### src/rtl/led_scroll_renderer_pkg.sv
// Shared constants and the 4x8 glyph table for the scrolling LED renderer.
// Glyph words hold column 0 in the top byte; bit 0 of each byte is the top row.
package led_scroll_renderer_pkg;

    localparam int FONT_W = 4;
    localparam int FONT_H = 8;
    localparam logic [7:0] FONT_FIRST = 8'h20;
    localparam logic [7:0] FONT_LAST = 8'h5F;
    localparam int NUM_COLS = 8;
    localparam int SCAN_DIV_DEFAULT = 1000;

    function automatic logic [FONT_H-1:0] font_lookup(input logic [7:0] code, input logic [1:0] col);
        logic [FONT_W*FONT_H-1:0] glyph;
        glyph = '0;
        if (code >= FONT_FIRST && code <= FONT_LAST) begin
            case (code)
                8'h20: glyph = 32'h00000000;
                8'h21: glyph = 32'h005F0000;
                8'h22: glyph = 32'h07000700;
                8'h23: glyph = 32'h147F147F;
                8'h24: glyph = 32'h2E6B6B3A;
                8'h25: glyph = 32'h63180C63;
                8'h26: glyph = 32'h36493650;
                8'h27: glyph = 32'h00070000;
                8'h28: glyph = 32'h003E4100;
                8'h29: glyph = 32'h00413E00;
                8'h2A: glyph = 32'h2A1C1C2A;
                8'h2B: glyph = 32'h083E0800;
                8'h2C: glyph = 32'h00806000;
                8'h2D: glyph = 32'h08080808;
                8'h2E: glyph = 32'h00606000;
                8'h2F: glyph = 32'h60180601;
                8'h30: glyph = 32'h3E51453E;
                8'h31: glyph = 32'h00427F40;
                8'h32: glyph = 32'h62514946;
                8'h33: glyph = 32'h22494936;
                8'h34: glyph = 32'h18147F10;
                8'h35: glyph = 32'h27454539;
                8'h36: glyph = 32'h3E494932;
                8'h37: glyph = 32'h01710907;
                8'h38: glyph = 32'h36494936;
                8'h39: glyph = 32'h2649493E;
                8'h3A: glyph = 32'h00360000;
                8'h3B: glyph = 32'h00563600;
                8'h3C: glyph = 32'h08142241;
                8'h3D: glyph = 32'h14141414;
                8'h3E: glyph = 32'h41221408;
                8'h3F: glyph = 32'h02510906;
                8'h40: glyph = 32'h3E415D4E;
                8'h41: glyph = 32'h7E09097E;
                8'h42: glyph = 32'h7F494936;
                8'h43: glyph = 32'h3E414122;
                8'h44: glyph = 32'h7F41413E;
                8'h45: glyph = 32'h7F494941;
                8'h46: glyph = 32'h7F090901;
                8'h47: glyph = 32'h3E41497A;
                8'h48: glyph = 32'h7F08087F;
                8'h49: glyph = 32'h417F4100;
                8'h4A: glyph = 32'h2040403F;
                8'h4B: glyph = 32'h7F081463;
                8'h4C: glyph = 32'h7F404040;
                8'h4D: glyph = 32'h7F06067F;
                8'h4E: glyph = 32'h7F0C307F;
                8'h4F: glyph = 32'h3E41413E;
                8'h50: glyph = 32'h7F090906;
                8'h51: glyph = 32'h3E41617E;
                8'h52: glyph = 32'h7F091966;
                8'h53: glyph = 32'h26494932;
                8'h54: glyph = 32'h017F0101;
                8'h55: glyph = 32'h3F40403F;
                8'h56: glyph = 32'h1F60601F;
                8'h57: glyph = 32'h7F30307F;
                8'h58: glyph = 32'h631C1C63;
                8'h59: glyph = 32'h07780807;
                8'h5A: glyph = 32'h61514943;
                8'h5B: glyph = 32'h007F4141;
                8'h5C: glyph = 32'h01061860;
                8'h5D: glyph = 32'h41417F00;
                8'h5E: glyph = 32'h02010200;
                8'h5F: glyph = 32'h40404040;
                default: glyph = '0;
            endcase
        end
        return glyph[(FONT_W - 1 - int'(col)) * FONT_H +: FONT_H];
    endfunction

endpackage

### src/rtl/led_scroll_renderer_font_rom.sv
// Registered glyph-column lookup; holds its last byte while no column is requested.
module font_rom
    import led_scroll_renderer_pkg::*;
(
    input  logic              clk,
    input  logic              rst,
    input  logic              en,
    input  logic [7:0]        code,
    input  logic [1:0]        col,
    output logic [FONT_H-1:0] data
);

    always_ff @(posedge clk) begin
        if (!rst) begin
            data <= '0;
        end else if (en) begin
            data <= font_lookup(code, col);
        end
    end

endmodule

### src/rtl/led_scroll_renderer.sv
// Scrolling LED column renderer: glyph columns shift into an 8-column buffer
// while a prescaled scanner drives one column at a time.
module led_scroll_renderer
    import led_scroll_renderer_pkg::*;
#(
    parameter int SCAN_DIV = SCAN_DIV_DEFAULT,
    parameter int NUM_COLS = led_scroll_renderer_pkg::NUM_COLS
) (
    input  logic                clk,
    input  logic                rst,
    input  logic                write,
    input  logic [7:0]          char_in,
    input  logic [1:0]          column,
    output logic [NUM_COLS-1:0] col_sel,
    output logic [7:0]          row_data
);

    localparam int IDX_W = $clog2(NUM_COLS);
    localparam int PRE_W = (SCAN_DIV > 1) ? $clog2(SCAN_DIV) : 1;
    localparam logic [PRE_W-1:0] PRE_MAX = PRE_W'(SCAN_DIV - 1);

    logic [7:0]       rom_byte;
    logic             rom_valid;
    logic [7:0]       s1_byte;
    logic             s1_valid;
    logic [7:0]       disp_buf [NUM_COLS];
    logic [PRE_W-1:0] pre_cnt;
    logic [IDX_W-1:0] scan_idx;
    logic [IDX_W-1:0] next_idx;
    logic             scan_wrap;

    font_rom u_font_rom (
        .clk  (clk),
        .rst  (rst),
        .en   (write),
        .code (char_in),
        .col  (column),
        .data (rom_byte)
    );

    // The valid flag travels beside the ROM's registered read so a reset
    // anywhere in the pipe drops the column before it reaches the buffer.
    always_ff @(posedge clk) begin
        if (!rst) begin
            rom_valid <= 1'b0;
            s1_valid  <= 1'b0;
            s1_byte   <= '0;
        end else begin
            rom_valid <= write;
            s1_valid  <= rom_valid;
            s1_byte   <= rom_byte;
        end
    end

    always_ff @(posedge clk) begin
        if (!rst) begin
            for (int i = 0; i < NUM_COLS; i++) begin
                disp_buf[i] <= '0;
            end
        end else if (s1_valid) begin
            for (int i = 0; i < NUM_COLS - 1; i++) begin
                disp_buf[i] <= disp_buf[i+1];
            end
            disp_buf[NUM_COLS-1] <= s1_byte;
        end
    end

    assign scan_wrap = (pre_cnt == PRE_MAX);
    assign next_idx  = scan_idx + 1'b1;

    // row_data samples the buffer as it stood before any shift on the same edge.
    always_ff @(posedge clk) begin
        if (!rst) begin
            pre_cnt  <= '0;
            scan_idx <= '0;
            col_sel  <= NUM_COLS'(1);
            row_data <= '0;
        end else if (scan_wrap) begin
            pre_cnt  <= '0;
            scan_idx <= next_idx;
            col_sel  <= NUM_COLS'(1) << next_idx;
            row_data <= disp_buf[next_idx];
        end else begin
            pre_cnt <= pre_cnt + 1'b1;
        end
    end

endmodule
### config.mk
export PLATFORM = sky130hd
export DESIGN_NAME = led_scroll_renderer
export DESIGN_NICKNAME = d
export VERILOG_FILES = /design/src/rtl/led_scroll_renderer_pkg.sv /design/src/rtl/led_scroll_renderer_font_rom.sv /design/src/rtl/led_scroll_renderer.sv
export SDC_FILE = /design/constraint.sdc
export NUM_CORES = 1
export LEC_CHECK = 0
export BUFFER_PORTS_ARGS = -buffer_cell sky130_fd_sc_hd__buf_4
export CORE_MARGIN = 2
export CORE_UTILIZATION = 60
export CTS_CLUSTER_DIAMETER = 50
export DETAILED_ROUTE_END_ITERATION = 7
export PLACE_DENSITY_LB_ADDON = 0.25
export SLEW_MARGIN = 20
export SYNTH_ARGS = -nofsm -noshare
export SYNTH_HDL_FRONTEND = slang
export SYNTH_MEMORY_MAX_BITS = 65536
export SYNTH_SLANG_ARGS = --single-unit
### constraint.sdc
create_clock -name clk -period 3.2 [get_ports clk]
set_clock_uncertainty 0.05 [all_clocks]
set_input_delay 0.32 -clock clk [delete_from_list [all_inputs] [get_ports clk]]
set_output_delay 0.32 -clock clk [all_outputs]
set_load 0.05 [all_outputs]
==> flow_summary.ini, run 1 <==
[run_status]
status = complete, no violations

[logic_synthesis]
synthFlopType = edfxtp_1
synth_edf_count = 64
syn_area_per_cell_sq_um = 9.21
synth_cell_types = 70
synth-seq-cells = 111
syn-cell-area_sq_um = 7250
async_flop_share_pct = 0
synth_fp_nets = 817
yosysSeqAreaShare_pct = 39.5
netlist_instances = 787
ys_warn_count = 0

[clocking]
cts_max_path_buffers = 2
ctsHoldBuffers = 0
cts_post_setup_buffers_inserted = 0
cts-root-buf = clkbuf_16
cts_tree = done
numCtsBuffers = 9
cts_sinks = 111
insertion_delay_ps = 340
clk_pin_slew_ps = 70
cts_resized = 0
cts_max_level = 3

[worst_setup_path]
end_kind = flop
crit_path_end = u_font_rom.data[2]$_SDFFE_PN0P_
reg2reg_to = row_data[4]$_SDFFE_PN0P_
r2r_slack_ps = 990
cp.arrival_ps = 2600
critPathRequiredTime_ps = 3370
setup.worst_path.start = char_in[0]
critPathKind = in2reg
cp-start-kind = input pin
reg2reg_depth = 6
cp_max_fo = 13
r2r_start = scan_idx[1]$_SDFFE_PN0P_

[power_and_ir_drop]
power_density_nw_per_um2 = 413
fin_total_pwr_mw = 3.23
p_int_mw = 2.35
swShare_pct = 27.1
ir_worst_vdd_mv = 0.272
p_seq_share_pct = 49.2
p_sw_mw = 0.874
pwr-share-comb_pct = 16.4
p_clk_share_pct = 34.3
p_leak_nw = 3.17

[routing]
ant_nets = 0
drcViolationCount = 0
dr.pass1.iters = 5
drt_iter0_markers = 936
via_per_inst = 6.99
route.vias.total = 6448
wire_per_inst_um = 22.9
routed_wl_um = 21100

[floorplanning]
io_pins = 29
std_cell_rows = 40
die_height_um = 114
core_area_sq_um = 11900
start_util_pct = 60.9
dieArea_sq_um = 13000
dieWidth_um = 114

[grt]
grt_pass1_wl_um = 32800
grt_use_total_pct = 32.7
grt_pass1_vias = 6036
antenna_found_initial = 0
grt-ovfl-total = 0
grt_max_degree = 75

[sta]
fmax_ghz = 0.413
fin_crit_sh_pct = 75.7
tightest_slew_ps = 762
timing_hold_violations_final = 0
period_needed_ps = 2420
finalSetupTns_ps = 0
slew_headroom_pct = 49.2
slew_violations = 0
setup_viol = 0
holdWs_ps = 290
rsz0062_at_grt = no

[placement]
place_congestion = 1.04
io_buffers = 28
placedCellCount = 907
post-dp-hpwl_um = 14200

[min_path]
hold_class = in2reg

[cells_and_area]
nets = 801
final_cell_mix = nand2_1 (77), edfxtp_1 (64), and3_1 (58)
drive_gt1_share_pct = 12.9
mostFrequentLayoutCell = nand2_1
layoutNonFillerInstCount = 923
syn2layout_area_growth_pct = 7.87
n_antenna_cell = 0

[flow_run]
max_cap_viol_count = 0
-- stage by stage --
| stage | utilization, % | instance area, sq um | setup WS, ps |
|---|---|---|---|
| 6_report | 65.7 | 7820 | 777 |
| 5_1_grt | 65.7 | 7820 | 677 |
| 4_1_cts | 65.7 | 7820 | 908 |
| 3_5_place_dp | 63.2 | 7520 | 547 |
| 3_3_place_gp | 63.2 | 7520 | 568 |
| 2_1_floorplan | - | 7250 | 479 |
-- flip-flops by register name, summed over array words and instances (netlist names) --
name	cells
scan_idx	3
disp_buf	64
rom_valid	1
pre_cnt	10
s1_byte	8
row_data	8
u_font_rom.data	8
col_sel	8
s1_valid	1
-- critical path, stage by stage --
cell,delay [ps]
buf_4,120
inv_1,150
ha_1,360
buf_4,220
inv_1,220
nor3_1,540
o21ai_0,250
a311oi_1,290
o22ai_1,110
-- routing by layer --
| metal | global-route usage [%] | wire, um |
|---|---|---|
| met5 | 0 | 0 |
| met4 | 22.4 | 1660 |
| met3 | 4.30 | 1760 |
| met2 | 53.8 | 9880 |
| met1 | 40.0 | 7830 |
-- final cells by class --
type	instances	area (sq um)
Tap cell	147	184
Multi-Input combinational cell	574	3970
Sequential cell	111	2860
Fill cell	925	4090
Timing Repair Buffer	55	438
Inverter	20	75.1
Clock inverter	7	72.6
Clock buffer	9	225
-- worst min-delay path by stage --
stage	start	to	slack, ps	cells after the start
2_1_floorplan	u_font_rom.data[3]$_SDFFE_PN0P_	s1_byte[3]$_SDFF_PN0_	350	2
3_3_place_gp	u_font_rom.data[1]$_SDFFE_PN0P_	s1_byte[1]$_SDFF_PN0_	360	2
3_5_place_dp	u_font_rom.data[5]$_SDFFE_PN0P_	s1_byte[5]$_SDFF_PN0_	370	2
4_1_cts	write	u_font_rom.data[5]$_SDFFE_PN0P_	280	2
5_1_grt	write	u_font_rom.data[7]$_SDFFE_PN0P_	290	3
6_report	write	u_font_rom.data[5]$_SDFFE_PN0P_	290	2
-- power groups by stage --
stage | Combinational (mW) | Sequential, mW | Clock (mW)
final | 0.531 | 1.59 | 1.11
after global routing | 0.559 | 1.59 | 1.18
after CTS | 0.511 | 1.59 | 1.12
after detailed placement | 0.507 | 1.62 | 0
after global placement | 0.513 | 1.61 | 0
after floorplan | 0.361 | 1.61 | 0
-- Yosys cell counts, drive strengths merged, types with 23 or more instances --
cell | instances | area [sq um]
dfxtp | 47 | 941
o21ai | 34 | 170
edfxtp | 64 | 1920
nand2b | 23 | 144
nand2 | 77 | 289
nor2 | 37 | 141
buf | 33 | 168
clkbuf | 49 | 184
nand3 | 32 | 160
and2 | 26 | 163
a21oi | 41 | 209
and3 | 58 | 363
-- cells by family after synthesis --
| group | count (synthesis) | share of synthesized area, % |
|---|---|---|
| fa+ha+maj | 17 | 2.93 |
| buf+inv | 102 | 5.88 |
| xor+xnor | 16 | 1.93 |
| flops | 111 | 39.5 |
| compound gates | 206 | 20.1 |
| simple gates | 304 | 22.0 |
| mux | 31 | 7.63 |
(Power assumes the default switching activity.)
==> inputs of run 2 (changes only) <==
--- a/config.mk
+++ b/config.mk
@@ -5,6 +5,7 @@
 export SDC_FILE = /design/constraint.sdc
 export NUM_CORES = 1
 export LEC_CHECK = 0
+export ABC_AREA = 1
 export BUFFER_PORTS_ARGS = -buffer_cell sky130_fd_sc_hd__buf_4
 export CORE_MARGIN = 2
 export CORE_UTILIZATION = 60
==> constraint.sdc (replaced) <==
create_clock -name clk -period 2.5 [get_ports clk]
set_clock_uncertainty 0.05 [all_clocks]
set_input_delay 0.25 -clock clk [delete_from_list [all_inputs] [get_ports clk]]
set_output_delay 0.25 -clock clk [all_outputs]
set_load 0.05 [all_outputs]
==> run 2 against run 1 <==
Compared with the run above: the flow now finishes with violations (DRC); via count grew 5.9%; count of clock-buffer cells in the layout unchanged; global-route usage fell by 0.77 points; sequential share of layout area is 0.86 points higher; worst setup slack worse by 300 ps; critical path depth down 2; wire length fell by 6.1%; synthesized cell count is 29% higher; die area down 1.5%; power is 26% higher; flip-flop and latch count stayed put; critical path type is now reg2reg; sequential power rose by 28%.
==> flow_summary.ini, run 2 <==
[run_status]
status = complete, but fails checks
failed_checks = DRC

[power_and_ir_drop]
p_clk_share_pct = 33.6
p_seq_share_pct = 50.0
power_density_nw_per_um2 = 530
swShare_pct = 29.0
p_sw_mw = 1.17
p_leak_nw = 3.62
ir_worst_vdd_mv = 0.645
p_int_mw = 2.88
fin_total_pwr_mw = 4.05
pwr-share-comb_pct = 16.4

[worst_setup_path]
end_kind = flop
critPathRequiredTime_ps = 2740
critPathKind = reg2reg
cp-start-kind = flop
r2r_slack_ps = 480
reg2reg_to = row_data[6]$_SDFFE_PN0P_
r2r_start = scan_idx[1]$_SDFFE_PN0P_
cp_max_fo = 17
cp.arrival_ps = 2270
reg2reg_depth = 7

[cells_and_area]
nets = 1047
fillers = 1017
largest_reg_flops = 64
syn2layout_area_growth_pct = 7.10
drive_gt1_share_pct = 9.00
mostFrequentLayoutCell = nand2_1
n_antenna_cell = 0
layoutNonFillerInstCount = 1165
final_cell_area_sq_um = 7640
top_register = disp_buf
largestRegisters = disp_buf x64, pre_cnt x10
final_cell_mix = nand2_1 (277), nand3_1 (152), inv_1 (120)
fin_util_pct = 66.4

[floorplanning]
io_pins = 29
die_height_um = 113
core_area_sq_um = 11500
dieWidth_um = 113
dieArea_sq_um = 12800
std_cell_rows = 39
start_util_pct = 62.0

[sta]
tightest_slew_ps = 844
timing_hold_violations_final = 0
fmax_ghz = 0.494
setup_viol = 0
slew_headroom_pct = 43.7
holdWs_ps = 130
rsz0062_at_grt = no
finalSetupTns_ps = 0
fin_crit_sh_pct = 81.0
period_needed_ps = 2020
setup_ws_ps = 475
slew_violations = 0

[grt]
grt_max_degree = 54
grt_pass1_wl_um = 32100
grt-ovfl-total = 0
grt_pass1_vias = 6299
antenna_found_initial = 0
grt_use_total_pct = 31.9

[clocking]
insertion_delay_ps = 360
cts-root-buf = clkbuf_16
clk_pin_slew_ps = 70
ctsHoldBuffers = 0
cts_tree = done
numCtsBuffers = 9
cts_resized = 0
cts_max_path_buffers = 2
cts_post_setup_buffers_inserted = 0
cts_max_level = 3
cts_sinks = 111

[logic_synthesis]
synth-seq-cells = 111
synthTopCellsByArea = edfxtp_1 (27%), nand2_1 (15%), dfxtp_1 (13%), nand3_1 (11%), inv_1 (6.3%)
yosysTopAreaCellShare_pct = 26.9
syn-cell-area_sq_um = 7140
ys_warn_count = 0
synthFlopType = edfxtp_1
synth_most_common_cell = nand2_1
synth_top_area_cell = edfxtp_1
async_flop_share_pct = 0
yosysSeqAreaShare_pct = 40.1
netlist_instances = 1017
yosys-top-cells-count = nand2_1 (277), nand3_1 (152), inv_1 (120)
synth_fp_nets = 1047
synth_edf_count = 64
syn_area_per_cell_sq_um = 7.02
synth_cell_types = 42

[routing]
ant_nets = 0
via_per_inst = 5.86
dr.pass1.iters = 8
drt_iter0_markers = 906
route.vias.total = 6826
drcViolationCount = 16
routed_wl_um = 19800
wire_per_inst_um = 17.0

[min_path]
hold_class = in2reg
min_path_cells = 4
worstHoldEndpoint = u_font_rom.data[1]$_SDFFE_PN0P_
holdCritStartpoint = write

[placement]
post-dp-hpwl_um = 14100
place_congestion = 1.06
placed_area_sq_um = 7350
pre_cts_ws_ps = 284
io_buffers = 28
placedCellCount = 1149

[flow_run]
max_cap_viol_count = 0
## run 2: changes by cell type in the layout (fill, tap and decap cells not counted), moves of 13 or more
| cell | previous run | this run |
|---|---|---|
| o21ai_0 | 20 | 57 |
| inv_1 | 16 | 120 |
| and2_1 | 26 | 0 |
| nand3_1 | 32 | 152 |
| nor2_1 | 36 | 101 |
| o211a_1 | 13 | 0 |
| mux4_2 | 19 | 0 |
| nand2b_1 | 22 | 0 |
| nand2_1 | 77 | 277 |
| and3_1 | 58 | 2 |
## run 2: critical path, stage by stage (launching register included)
cell and delay, ps:
dfxtp_1 380, inv_1 90, ha_1 320, buf_4 230, o21ai_0 130, o21ai_0 430
o211ai_1 170, o21ai_1 140
## run 2: kinds of logic after synthesis
| family | share of synthesized area, % |
|---|---|
| buffers and inverters | 11.4 |
| AO/OA/AOI/OAI | 10.8 |
| flip-flops | 40.1 |
| AND/OR/NAND/NOR | 34.5 |
| adder cells (fa/ha/maj) | 2.98 |
| XOR/XNOR | 0.245 |
## run 2: layout make-up
cell class,instances,area [sq um],area share [%]
multi-input combinational,724,3470,45.4
sequential,111,2860,37.5
inverter,127,484,6.33
timing repair buffer,44,368,4.81
clock buffer,9,225,2.95
tap,143,179,2.34
clock inverter,7,56.3,0.737
## run 2: worst max path at each step
stage	startpoint	end	slack (ps)	depth (start not counted)
after floorplan	scan_idx[0]$_SDFFE_PN0P_	row_data[0]$_SDFFE_PN0P_	400	11
after global placement	char_in[1]	u_font_rom.data[2]$_SDFFE_PN0P_	330	15
after detailed placement	char_in[1]	u_font_rom.data[5]$_SDFFE_PN0P_	280	15
after CTS	scan_idx[1]$_SDFFE_PN0P_	row_data[7]$_SDFFE_PN0P_	380	6
after global routing	scan_idx[1]$_SDFFE_PN0P_	row_data[6]$_SDFFE_PN0P_	310	7
final	scan_idx[1]$_SDFFE_PN0P_	row_data[6]$_SDFFE_PN0P_	480	7
## run 2: power by group through the flow
stage / clock network [mW] / logic [mW] / registers, mW
after floorplan: 0 / 0.469 / 2.06
after global placement: 0 / 0.648 / 2.06
after detailed placement: 0 / 0.634 / 2.07
after CTS: 1.38 / 0.637 / 2.03
after global routing: 1.45 / 0.725 / 2.04
final: 1.36 / 0.663 / 2.03
## run 2: routing by layer
metal	vias to the layer above	routed length (um)	share of wire [%]	track usage, %
met2	421	8000	40	45.3
met1	3015	8510	43	44.8
met5	-	0	0	0
li1	3303	-	-	-
met4	0	962	4.8	16.1
met3	87	2370	12	8.78
==> inputs of run 3 (changes only) <==
--- a/config.mk
+++ b/config.mk
@@ -5,7 +5,7 @@
 export SDC_FILE = /design/constraint.sdc
 export NUM_CORES = 1
 export LEC_CHECK = 0
-export ABC_AREA = 1
+export ABC_AREA = 0
 export BUFFER_PORTS_ARGS = -buffer_cell sky130_fd_sc_hd__buf_4
 export CORE_MARGIN = 2
 export CORE_UTILIZATION = 60
==> constraint.sdc (replaced) <==
create_clock -name clk -period 2.1 [get_ports clk]
set_clock_uncertainty 0.05 [all_clocks]
set_input_delay 0.21 -clock clk [delete_from_list [all_inputs] [get_ports clk]]
set_output_delay 0.21 -clock clk [all_outputs]
set_load 0.05 [all_outputs]
==> run 3 against run 2 <==
Compared with the run above: the run now ends clean; die area grew 1.6%; combinational power up 48%; worst setup slack lost 300 ps; flip-flop and latch count is the same; count of clock-buffer cells in the layout increased by 1; core utilization increased by 5.3 points; global-route usage increased by 5.5 points; register-to-register slack got worse by 300 ps; critical endpoint unchanged; largest power group unchanged; highest routed layer unchanged.
==> flow_summary.ini, run 3 (same netlist as run 1, synthesis figures left out) <==
[cells_and_area]
fillers = 828
syn2layout_area_growth_pct = 17.7
largestRegisters = disp_buf x64, pre_cnt x10
n_antenna_cell = 0
nets = 886
drive_gt1_share_pct = 21.7
final_cell_mix = buf_4 (133), nand2_1 (77), edfxtp_1 (64)
mostFrequentLayoutCell = buf_4
top_register = disp_buf
largest_reg_flops = 64

[power_and_ir_drop]
p_seq_share_pct = 47.8
ir_worst_vdd_mv = 0.322
fin_total_pwr_mw = 5.08
p_sw_mw = 1.37
p_clk_share_pct = 32.9
p_leak_nw = 3.60
p_int_mw = 3.71
swShare_pct = 27.0
power_density_nw_per_um2 = 595
pwr-share-comb_pct = 19.3

[worst_setup_path]
cp.arrival_ps = 2110
reg2reg_depth = 7
r2r_start = scan_idx[1]$_SDFFE_PN0P_
critPathKind = reg2reg
reg2reg_to = row_data[6]$_SDFFE_PN0P_
crit_path_end = row_data[6]$_SDFFE_PN0P_
setup.worst_path.start = scan_idx[1]$_SDFFE_PN0P_
path_cells = inv_1, ha_1, buf_12, mux4_2, nand2_1, nand3_1, o211a_1
slowest_delay_ps = 420
r2r_slack_ps = 170
cp_max_fo = 17
critPathSlowestCell = dfxtp_1
end_kind = flop
critPathRequiredTime_ps = 2290
cp-start-kind = flop

[routing]
drcViolationCount = 0
drt_iter0_markers = 1081
via_per_inst = 6.85
dr.pass1.iters = 7
route.vias.total = 6907
routed_wl_um = 24100
ant_nets = 0
wire_per_inst_um = 23.9

[clocking]
cts_tree = done
cts_max_level = 3
ctsHoldBuffers = 0
cts_resized = 0
insertion_delay_ps = 350
cts_sinks = 111
numCtsBuffers = 9
cts_post_setup_buffers_inserted = 0
cts_max_path_buffers = 2
cts-root-buf = clkbuf_16
clk_pin_slew_ps = 70

[placement]
post-dp-hpwl_um = 17200
place_congestion = 1.02
io_buffers = 28

[floorplanning]
die_height_um = 114
core_area_sq_um = 11900
dieArea_sq_um = 13000
start_util_pct = 60.9
io_pins = 29
std_cell_rows = 40
dieWidth_um = 114

[min_path]
hold_class = in2reg
holdCritStartpoint = rst

[sta]
rsz0062_at_grt = no
holdWs_ps = 86.8
setup_viol = 0
slew_violations = 0
fin_crit_sh_pct = 91.7
fmax_ghz = 0.519
tightest_slew_ps = 617
finalSetupTns_ps = 0
timing_hold_violations_final = 0
slew_headroom_pct = 58.4
period_needed_ps = 1930

[flow_run]
max_cap_viol_count = 0

[run_status]
status = complete, no violations

[grt]
grt_use_total_pct = 37.4
grt_max_degree = 71
grt-ovfl-total = 0
grt_pass1_wl_um = 37300
antenna_found_initial = 0
grt_pass1_vias = 6694
## run 3: cell types whose count changed in the layout (fill, tap and decap cells not counted), moves of 56 or more
cell	delta
and3_1	+56
buf_4	+92
inv_1	-105
nand2_1	-200
nand3_1	-120
nor2_1	-65
## run 3: through the flow
step	worst slack [ps]	cells	utilization, %	cell area [sq um]
3_3_place_gp	-67.7	992	69.2	8250
5_1_grt	83.7	1008	71.6	8530
2_1_floorplan	1.40	787	-	7310
3_5_place_dp	-89.2	992	69.2	8250
6_report	173	1008	71.6	8530
4_1_cts	203	1008	71.6	8530
## run 3: layout make-up
type	instances	area [sq um]	share of cell area, %
Tap cell	147	184	2.16
Timing Repair Buffer	140	1140	13.3
Clock buffer	10	229	2.68
Clock inverter	6	60.1	0.704
Inverter	20	80.1	0.938
Multi-Input combinational cell	574	3980	46.6
Sequential cell	111	2860	33.5
## run 3: metal layers
metal	wire length (um)	up-vias	share of wire (%)	global-route usage, %
li1	-	3068	-	-
met1	9180	3297	38	46.0
met2	11800	443	49	63.4
met3	1700	99	7.0	3.72
met4	1440	0	6.0	23.2
met5	0	-	0	0
## run 3: power groups by stage
stage	sequential (mW)	clock [mW]	combinational, mW
after floorplan	2.45	0	0.555
after global placement	2.46	0	0.944
after detailed placement	2.47	0	0.945
after CTS	2.43	1.68	0.951
after global routing	2.43	1.74	1.03
final	2.43	1.67	0.980
## run 3: worst min path at each step
| stage | depth (start not counted) | slack [ps] | end |
|---|---|---|---|
| 3_5_place_dp | 2 | 380 | s1_byte[5]$_SDFF_PN0_ |
| 2_1_floorplan | 2 | 350 | s1_byte[3]$_SDFF_PN0_ |
| 6_report | 2 | 90 | s1_byte[2]$_SDFF_PN0_ |
| 3_3_place_gp | 1 | 370 | s1_valid$_SDFF_PN0_ |
| 4_1_cts | 2 | 80 | s1_byte[2]$_SDFF_PN0_ |
| 5_1_grt | 2 | 100 | s1_byte[4]$_SDFF_PN0_ |
## run 3: worst max-delay path: cells and delay by family (launching register included)
| kind | cells | cell delay [ps] |
|---|---|---|
| multiplexers | 1 | 340 |
| AO/OA/AOI/OAI | 1 | 170 |
| buffers and inverters | 2 | 280 |
| AND/OR/NAND/NOR | 2 | 210 |
| adder cells (fa/ha/maj) | 1 | 340 |
| flip-flops | 1 | 420 |
